`src/rtl/axis_depacketizer_player.sv`:
```
// axis_depacketizer_player
// Accepts one TLAST-framed packet of up to SMPLS samples on an AXI4-Stream
// slave, buffers it, then plays it out on an AXI4-Stream master at one
// sample every PERIOD = ACLK/FSMPL clocks. `interrupt` is high while the
// block waits for the next packet.
//
// Handshakes: a beat transfers on a rising clock edge where tvalid and
// tready are both high. The master holds tdata/tlast stable while tvalid
// is high and not yet accepted. Playout is not stalled by the sink: a
// sample still pending at its successor's tick is dropped (late_err).
//
// Optional feature macro: DEPKT_ERR_CNT_EN adds the saturating err_cnt
// output counting over-length packets and dropped late samples.
module axis_depacketizer_player #(
  parameter int ACLK       = 100_000_000,
  parameter int FSMPL      = 200,
  parameter int SMPLS      = 30,
  parameter int DATA_WIDTH = 16
) (
  input  logic                  aclk,
  input  logic                  areset,
  input  logic                  s_axis_tvalid,
  input  logic [DATA_WIDTH-1:0] s_axis_tdata,
  input  logic                  s_axis_tlast,
  output logic                  s_axis_tready,
  output logic                  m_axis_tvalid,
  output logic [DATA_WIDTH-1:0] m_axis_tdata,
  output logic                  m_axis_tlast,
  input  logic                  m_axis_tready,
  output logic                  interrupt,
  output logic                  pkt_err,
`ifdef DEPKT_ERR_CNT_EN
  output logic [7:0]            err_cnt,
`endif
  output logic                  late_err
);

  localparam int PERIOD = ACLK / FSMPL;
  localparam int CW     = $clog2(SMPLS + 1);
  localparam int PW     = $clog2(PERIOD);
  localparam int AW     = (SMPLS > 1) ? $clog2(SMPLS) : 1;

  localparam logic [CW-1:0] C_LAST = CW'(SMPLS - 1);
  localparam logic [CW-1:0] C_FULL = CW'(SMPLS);
  localparam logic [PW-1:0] P_LAST = PW'(PERIOD - 1);

  typedef enum logic [1:0] {
    ST_RX    = 2'd0,
    ST_DRAIN = 2'd1,
    ST_PLAY  = 2'd2
  } state_t;

  state_t                r_state;
  logic                  r_s_tready;
  logic                  r_irq;
  logic [CW-1:0]         r_wr_cnt;
  logic [CW-1:0]         r_rd_cnt;
  logic [CW-1:0]         r_len;
  logic [PW-1:0]         r_pcnt;
  logic                  r_m_tvalid;
  logic [DATA_WIDTH-1:0] r_m_tdata;
  logic                  r_m_tlast;
  logic                  r_pkt_err;
  logic                  r_late_err;
  logic [DATA_WIDTH-1:0] r_buf [SMPLS];

  logic          w_s_fire;
  logic          w_m_fire;
  logic          w_tick;
  logic          w_end;
  logic          w_late_drop;
  logic          w_pkt_ovf;
  logic [AW-1:0] w_wr_idx;
  logic [AW-1:0] w_rd_idx;

  assign w_s_fire    = s_axis_tvalid & r_s_tready;
  assign w_m_fire    = r_m_tvalid & m_axis_tready;
  // A tick is every cycle in PLAY where the period counter is at zero.
  assign w_tick      = (r_state == ST_PLAY) && (r_pcnt == '0);
  // Last cycle of PLAY: all samples issued and the final period elapsed.
  assign w_end       = (r_state == ST_PLAY) && (r_pcnt == P_LAST) && (r_rd_cnt == r_len);
  // A pending sample not taken on its last chance cycle is lost.
  assign w_late_drop = r_m_tvalid & ~m_axis_tready & (w_tick | w_end);
  assign w_pkt_ovf   = (r_state == ST_RX) && w_s_fire && !s_axis_tlast && (r_wr_cnt == C_LAST);
  assign w_wr_idx    = r_wr_cnt[AW-1:0];
  assign w_rd_idx    = r_rd_cnt[AW-1:0];

  // Sample buffer: only RX beats are stored; contents need no reset.
  always_ff @(posedge aclk) begin
    if (w_s_fire && (r_state == ST_RX)) begin
      r_buf[w_wr_idx] <= s_axis_tdata;
    end
  end

  // Control FSM with registered stream, interrupt and error outputs.
  always_ff @(posedge aclk) begin
    if (areset) begin
      r_state    <= ST_RX;
      r_s_tready <= 1'b0;
      r_irq      <= 1'b0;
      r_wr_cnt   <= '0;
      r_rd_cnt   <= '0;
      r_len      <= '0;
      r_pcnt     <= '0;
      r_m_tvalid <= 1'b0;
      r_m_tdata  <= '0;
      r_m_tlast  <= 1'b0;
      r_pkt_err  <= 1'b0;
      r_late_err <= 1'b0;
    end else begin
      if (w_late_drop) begin
        r_late_err <= 1'b1;
      end
      case (r_state)
        ST_RX: begin
          r_s_tready <= 1'b1;
          r_irq      <= 1'b1;
          if (w_s_fire) begin
            r_wr_cnt <= r_wr_cnt + CW'(1);
            if (s_axis_tlast) begin
              r_len      <= r_wr_cnt + CW'(1);
              r_state    <= ST_PLAY;
              r_s_tready <= 1'b0;
              r_irq      <= 1'b0;
              r_rd_cnt   <= '0;
              r_pcnt     <= '0;
            end else if (r_wr_cnt == C_LAST) begin
              r_len     <= C_FULL;
              r_pkt_err <= 1'b1;
              r_state   <= ST_DRAIN;
              r_irq     <= 1'b0;
            end
          end
        end
        ST_DRAIN: begin
          if (w_s_fire && s_axis_tlast) begin
            r_state    <= ST_PLAY;
            r_s_tready <= 1'b0;
            r_rd_cnt   <= '0;
            r_pcnt     <= '0;
          end
        end
        ST_PLAY: begin
          if (w_m_fire) begin
            r_m_tvalid <= 1'b0;
            r_m_tlast  <= 1'b0;
          end
          r_pcnt <= (r_pcnt == P_LAST) ? '0 : r_pcnt + PW'(1);
          if (w_tick) begin
            // New sample replaces any pending one (drop flagged above).
            r_m_tvalid <= 1'b1;
            r_m_tdata  <= r_buf[w_rd_idx];
            r_m_tlast  <= (r_rd_cnt == r_len - CW'(1));
            r_rd_cnt   <= r_rd_cnt + CW'(1);
          end else if (w_end) begin
            r_state    <= ST_RX;
            r_m_tvalid <= 1'b0;
            r_m_tlast  <= 1'b0;
            r_wr_cnt   <= '0;
            r_s_tready <= 1'b1;
            r_irq      <= 1'b1;
          end
        end
        default: begin
          r_state <= ST_RX;
        end
      endcase
    end
  end

`ifdef DEPKT_ERR_CNT_EN
  logic [7:0] r_err_cnt;
  logic [8:0] w_err_sum;

  assign w_err_sum = {1'b0, r_err_cnt} + {8'd0, w_pkt_ovf} + {8'd0, w_late_drop};

  // Saturating error event counter; two events in one cycle add two.
  always_ff @(posedge aclk) begin
    if (areset) begin
      r_err_cnt <= '0;
    end else begin
      r_err_cnt <= w_err_sum[8] ? 8'hFF : w_err_sum[7:0];
    end
  end

  assign err_cnt = r_err_cnt;
`endif

  assign s_axis_tready = r_s_tready;
  assign interrupt     = r_irq;
  assign m_axis_tvalid = r_m_tvalid;
  assign m_axis_tdata  = r_m_tdata;
  assign m_axis_tlast  = r_m_tlast;
  assign pkt_err       = r_pkt_err;
  assign late_err      = r_late_err;

endmodule

```
`config.mk`:
```
export PLATFORM = sky130hd
export DESIGN_NAME = axis_depacketizer_player
export DESIGN_NICKNAME = d
export VERILOG_FILES = /design/src/rtl/axis_depacketizer_player.sv
export SDC_FILE = /design/constraint.sdc
export NUM_CORES = 1
export LEC_CHECK = 0
export ABC_AREA = 1
export CAP_MARGIN = 30
export CORE_MARGIN = 5
export CORE_UTILIZATION = 53
export CTS_BUF_LIST = sky130_fd_sc_hd__clkbuf_8
export DETAILED_ROUTE_END_ITERATION = 16
export GPL_TIMING_DRIVEN = 0
export HOLD_SLACK_MARGIN = 0.02
export PLACE_DENSITY = 0.73
export SLEW_MARGIN = 0
export SYNTH_ARGS = -nofsm -noshare
export SYNTH_HDL_FRONTEND = slang
export SYNTH_SLANG_ARGS = --single-unit
```
`constraint.sdc`:
```
create_clock -name aclk -period 6.1 [get_ports aclk]
set_input_delay 0.61 -clock aclk [delete_from_list [all_inputs] [get_ports aclk]]
set_output_delay 0.61 -clock aclk [all_outputs]
set_load 0.01 [all_outputs]
```
### Word level (Yosys, flattened, before mapping)

Memory sizes are Yosys's and may differ from the RTL's. A register that Yosys moved wholly into a read port is not among the register bits.
Cells that the tools add are included.
Widths: inputs -> output; s select.

| word-level totals | value |
|---|---|
| output and inout port bits | 22 |
| flip-flop bits (word level) | 42 |
| bits in writable memories | 480 |
| memories | 1 |

| operators by class | value |
|---|---|
| equal/unequal tests | 13 |
| muxes and demuxes | 39 |
| reductions and logical operators | 21 |
| $add $sub $neg | 4 |
| bitwise gates (word level) | 7 |

Memories:

| name | depth | width | read ports | clocked after Yosys merged registers in | wr ports | line | RTL |
|---|---|---|---|---|---|---|---|
| r_buf | 30 | 16 | 1 | 1 | 1 | 65 | `logic [DATA_WIDTH-1:0] r_buf [SMPLS];` |

Operators by type and width:

| cell | number |
|---|---|
| $mux 19 | 4 |
| $pmux 19 s3 | 1 |
| $mux 5 | 9 |
| $add 19x1->19 const B | 1 |
| $eq 19x19->1 const B | 1 |
| $logic_not 19->1 | 1 |
| $reduce_and 4->1 | 4 |
| $pmux 5 s3 | 1 |
| $mux 1 | 14 |
| $mux 2 | 6 |
| $ne 2x2->1 const B | 6 |
| $add 5x1->5 const B | 2 |
| $eq 5x5->1 | 2 |
| $pmux 5 s2 | 1 |
| $reduce_and 5->1 | 2 |
| $pmux 2 s3 | 1 |
| $reduce_and 3->1 | 2 |
| $reduce_bool 3->1 | 2 |
| $eq 5x5->1 const B | 1 |
| $logic_and 1x1->1 | 5 |
| $sub 5x1->5 const B | 1 |
| $and 1x1->1 | 4 |
| $reduce_and 2->1 | 2 |
| $reduce_bool 2->1 | 2 |
| other kinds (8) | 9 |

### Logic depth before layout (Yosys ltp)

| depth | value |
|---|---|
| depth in word-level cells | 6 |
| gate-level depth with buffers | 13 |

### Least setup slack after synthesis

OpenSTA, ideal clock, no wires.

| timing path | value |
|---|---|
| path kind | input to register |
| start point | in s_axis_tvalid |
| end point | mem r_buf[28][0] (enable) |
| stages | 4 |
| required time | 5.670 ns |
| library setup time | 0.430 ns |
| path slack | 3.002 ns |
| arrival time | 2.668 ns |
| buffers on the path | 0 |
| cells stage by stage | nand2_1 > nor2_1 > nand2_1 > nor4_1 |

| on the way | value |
|---|---|
| word-level cells in the longest chain between the ends | 4 |

Ends and longest elaborated chain:

| item | line | RTL |
|---|---|---|
| start: declaration | 22 | `input logic s_axis_tvalid,` |
| $and 1x1->1 | 76 | `assign w_s_fire = s_axis_tvalid & r_s_tready;` |
| $logic_and 1x1->1 | 90 | `if (w_s_fire && (r_state == ST_RX)) begin` |
| $mux 1 | 90 |  |
| $mux 1 (not written as such) | 91 | `r_buf[w_wr_idx] <= s_axis_tdata;` |
| end: declaration | 65 |  |

No other way between the ends.

### Worst setup path in the final report

| timing path | value |
|---|---|
| start point | reg r_state[0] |
| end point | mem r_buf[27][0] (enable) |

| on the way | value |
|---|---|
| word-level cells in the longest chain between the ends | 4 |

Ends and longest elaborated chain:

| item | line | RTL |
|---|---|---|
| start: declaration | 53 | `state_t r_state;` |
| start signal: assignment | 98 | `r_state <= ST_RX;` |
| start signal: assignment | 122 | `r_state <= ST_PLAY;` |
| start signal: assignment | 130 | `r_state <= ST_DRAIN;` |
| $logic_not 2->1 | 90 |  |
| $logic_and 1x1->1 | 90 |  |
| $mux 1 | 90 |  |
| $mux 1 (not written as such) | 91 |  |

No other way between the ends.

==> results.md <==
* Status: completed
* Number of post-CTS setup repair buffers at 0
* Post-synth ARST share at 0
* Number of remaining DRC errors at 0
* Worst setup SP type: flop
* Cells after Synth at around 2200
* Post-route insts no fill at roughly 3000
* Worst slew margin at 0.291
* CORE AREA at 42800 um2
* Gates resized, CTS repair at 0
* Post-place setup slack at 3020 ps
* # clock sinks at approximately 540
* Nets at about 2400
* Initial antenna violation count at 2
* First-pass GRT wire length at around 110000 um
* Worst EP arrival at around 3100 ps
* Syn_nets at about 2200
* Yosys cell types at 39
* Number of max-cap violations at 0
* Placed cell area at 24900 um2
* Critical Path RT at 6450 ps
* Pre-Repair DR Iteration Count at 6
* Detailed-placement wirelength estimate at 49200 um
* CTS tree: yes
* Synthesis-to-finish area growth at 16.5%
* Cell area after synthesis at roughly 23000 um2
* Worst Path Max Fanout at 9
* Number of synthesized register bits at 538
* Worst setup margin at 3320 ps
* Overall Global Routing Usage at 0.305
* Starting Density at 0.533
* Pin count of the biggest net entering global routing at 31
* Cell count after placement at between 2000 and 3000
* Slew @ Worst Pin at 1060 ps
* Routed wire length at 72500 um
* Syn Area/Cell at about 10 um2
* Yosys warning total at 0
* Chip Width at 217 um
* Leakage at a little over 0.01 uW
* Setup TNS at 0 ps
* Full die area at 47300 um2
* Max Clk Rate at 359 MHz
* I/O Buffers at 42
* PD cells at a little under 300 nW/um2
* EDFF count, synth at 480
* Worst Setup End Kind: flop
* Clock Latency Late Sink at roughly 670 ps
* Final worst path period share at 0.456
* Setup slack, reg-to-reg at 3320 ps
* Fin. max-slew vios at 0
* CTS buffer count at 88
* Hold crit path type: flop to flop
* Ratio of cells with drive above 1 in the final layout at 0.118
* Max H-tree Level at 3
* FP Rows at between 70 and 80
* Post-synthesis sequential area ratio at 0.683
* Worst Skew at between 40 and 50 ps
* Bufs on Longest Clock Path at 3
* I/O pin cnt at 43
* RSZ-0062 raised after global routing: false
* # hold bufs at CTS at 0
* CTS root buf: clkbuf_8
* VDD IR max at ~0.00021 V
* Final instance area at roughly 27000 um2
* Period minus WS final at 2780 ps
* Wirelength per Cell at between 20 and 25 um
* Top FF cell, synth: edfxtp_1
* Die Span Y at about 220 um
* GRT overflow at 0
* Number of fill cells at between 3000 and 4000
* Final Wtd Congestion at between 0.9 and 1
* Via density at 5.88
* Final hold violations at 0
* DRT antenna net count at 0
* DR vias at 17600
* Clock transition at path regs at about 60 ps
* Setup violators final at 0
* WS Path Type: flop to flop
* Vias in the first global route at between 15000 and 20000
* DRT iter0 DRCs at 2761
## metal layers
layer	wire [um]	global-route usage	up-vias
met3	9830	0.0914	265
met2	32200	0.470	1275
met1	26500	0.406	8267
met5	14	0	-
met4	3920	0.136	4
li1	-	-	7760
## critical path: stages (launching register included)
cell     delay [ps]
dfxtp_1         340
inv_1            90
ha_1            210
inv_1           110
nor2_1          280
nand2_1         380
nor2_2          830
buf_16          230
## kinds of logic after synthesis
| group | share of synthesized area |
|---|---|
| flops | 0.683 |
| fa+ha+maj | 0.00659 |
| compound gates | 0.0559 |
| buf+inv | 0.0491 |
| xor+xnor | 0.00538 |
| simple gates | 0.200 |
## synthesized netlist by cell type (3+ instances only)
cell type / number / area share
nand2_1: 575 / 0.095
edfxtp_1: 480 / 0.63
nor2_1: 333 / 0.055
nand3_1: 172 / 0.038
inv_1: 145 / 0.024
o21ai_0: 135 / 0.030
a21oi_1: 71 / 0.016
dfxtp_1: 58 / 0.051
buf_2: 53 / 0.012
clkbuf_1: 32 / 0.0053
buf_4: 17 / 0.0056
nor3_1: 15 / 0.0033
o21ai_1: 14 / 0.0031
ha_1: 12 / 0.0066
nand4_1: 12 / 0.0033
xor2_1: 11 / 0.0042
inv_2: 8 / 0.0013
o211ai_1: 6 / 0.0020
or2_2: 5 / 0.0014
nor2_2: 4 / 0.0011
o21a_1: 4 / 0.0013
nand2_2: 3 / 0.00082
nand3b_1: 3 / 0.00099
o22ai_1: 3 / 0.00082
xnor2_1: 3 / 0.0012
## cell type report
type	instances	area, um2	share of cell area
antenna	1	2.50	0.0000943
buffer	105	539	0.0203
timing repair buffer	87	1320	0.0498
clock inverter	68	370	0.0140
sequential	538	15600	0.587
tap	546	683	0.0257
multi-input combinational	1394	6180	0.233
inverter	154	581	0.0219
clock buffer	94	1290	0.0487
## path summary, 6_finish.rpt
check | startpoint | endpoint | cells after the start
worst min register to register | late_err | late_err | 2
worst min-delay path | late_err | late_err | 2
worst max-delay path | r_state[0] | r_buf[27][0] | 7
worst max register to register | r_state[0] | r_buf[27][0] | 7
## sequential cells by signal (all words and copies together), names as in the netlist
name	flops
r_buf	480
r_pcnt	19
m_axis_tdata	16
r_len	5
r_rd_cnt	5
r_wr_cnt	5
r_state	2
interrupt	1
late_err	1
m_axis_tlast	1
m_axis_tvalid	1
pkt_err	1
s_axis_tready	1
## per-stage QoR
step	hold slack, ps	total power, uW	util
floorplan	460	4600	-
global placement	436	4870	0.559
detailed placement	448	4940	0.581
CTS	457	7880	0.620
global route	486	8150	0.620
finish	452	7890	0.620
## report_power, final
part           switching, uW  total [uW]  internal [uW]
registers               44.8        4150           4110
clock network           1470        2990           1530
logic                    520         743            223
## placed cells by master, fill, tap and decap left out, types with 15 or more instances in the layout
cell	netlist	layout
nor3_1	15	15
clkinv_1	0	15
nand3_1	172	172
buf_8	0	22
edfxtp_1	480	480
buf_2	53	53
clkbuf_1	32	32
nor2_2	4	33
dfxtp_1	58	58
o21ai_0	135	135
buf_16	0	19
clkbuf_8	0	94
clkdlybuf4s50_1	0	42
a21oi_1	71	71
nand2_1	575	575
nor2_1	333	304
buf_4	17	20
inv_1	145	176
Power figures use the tool's default switching activity.
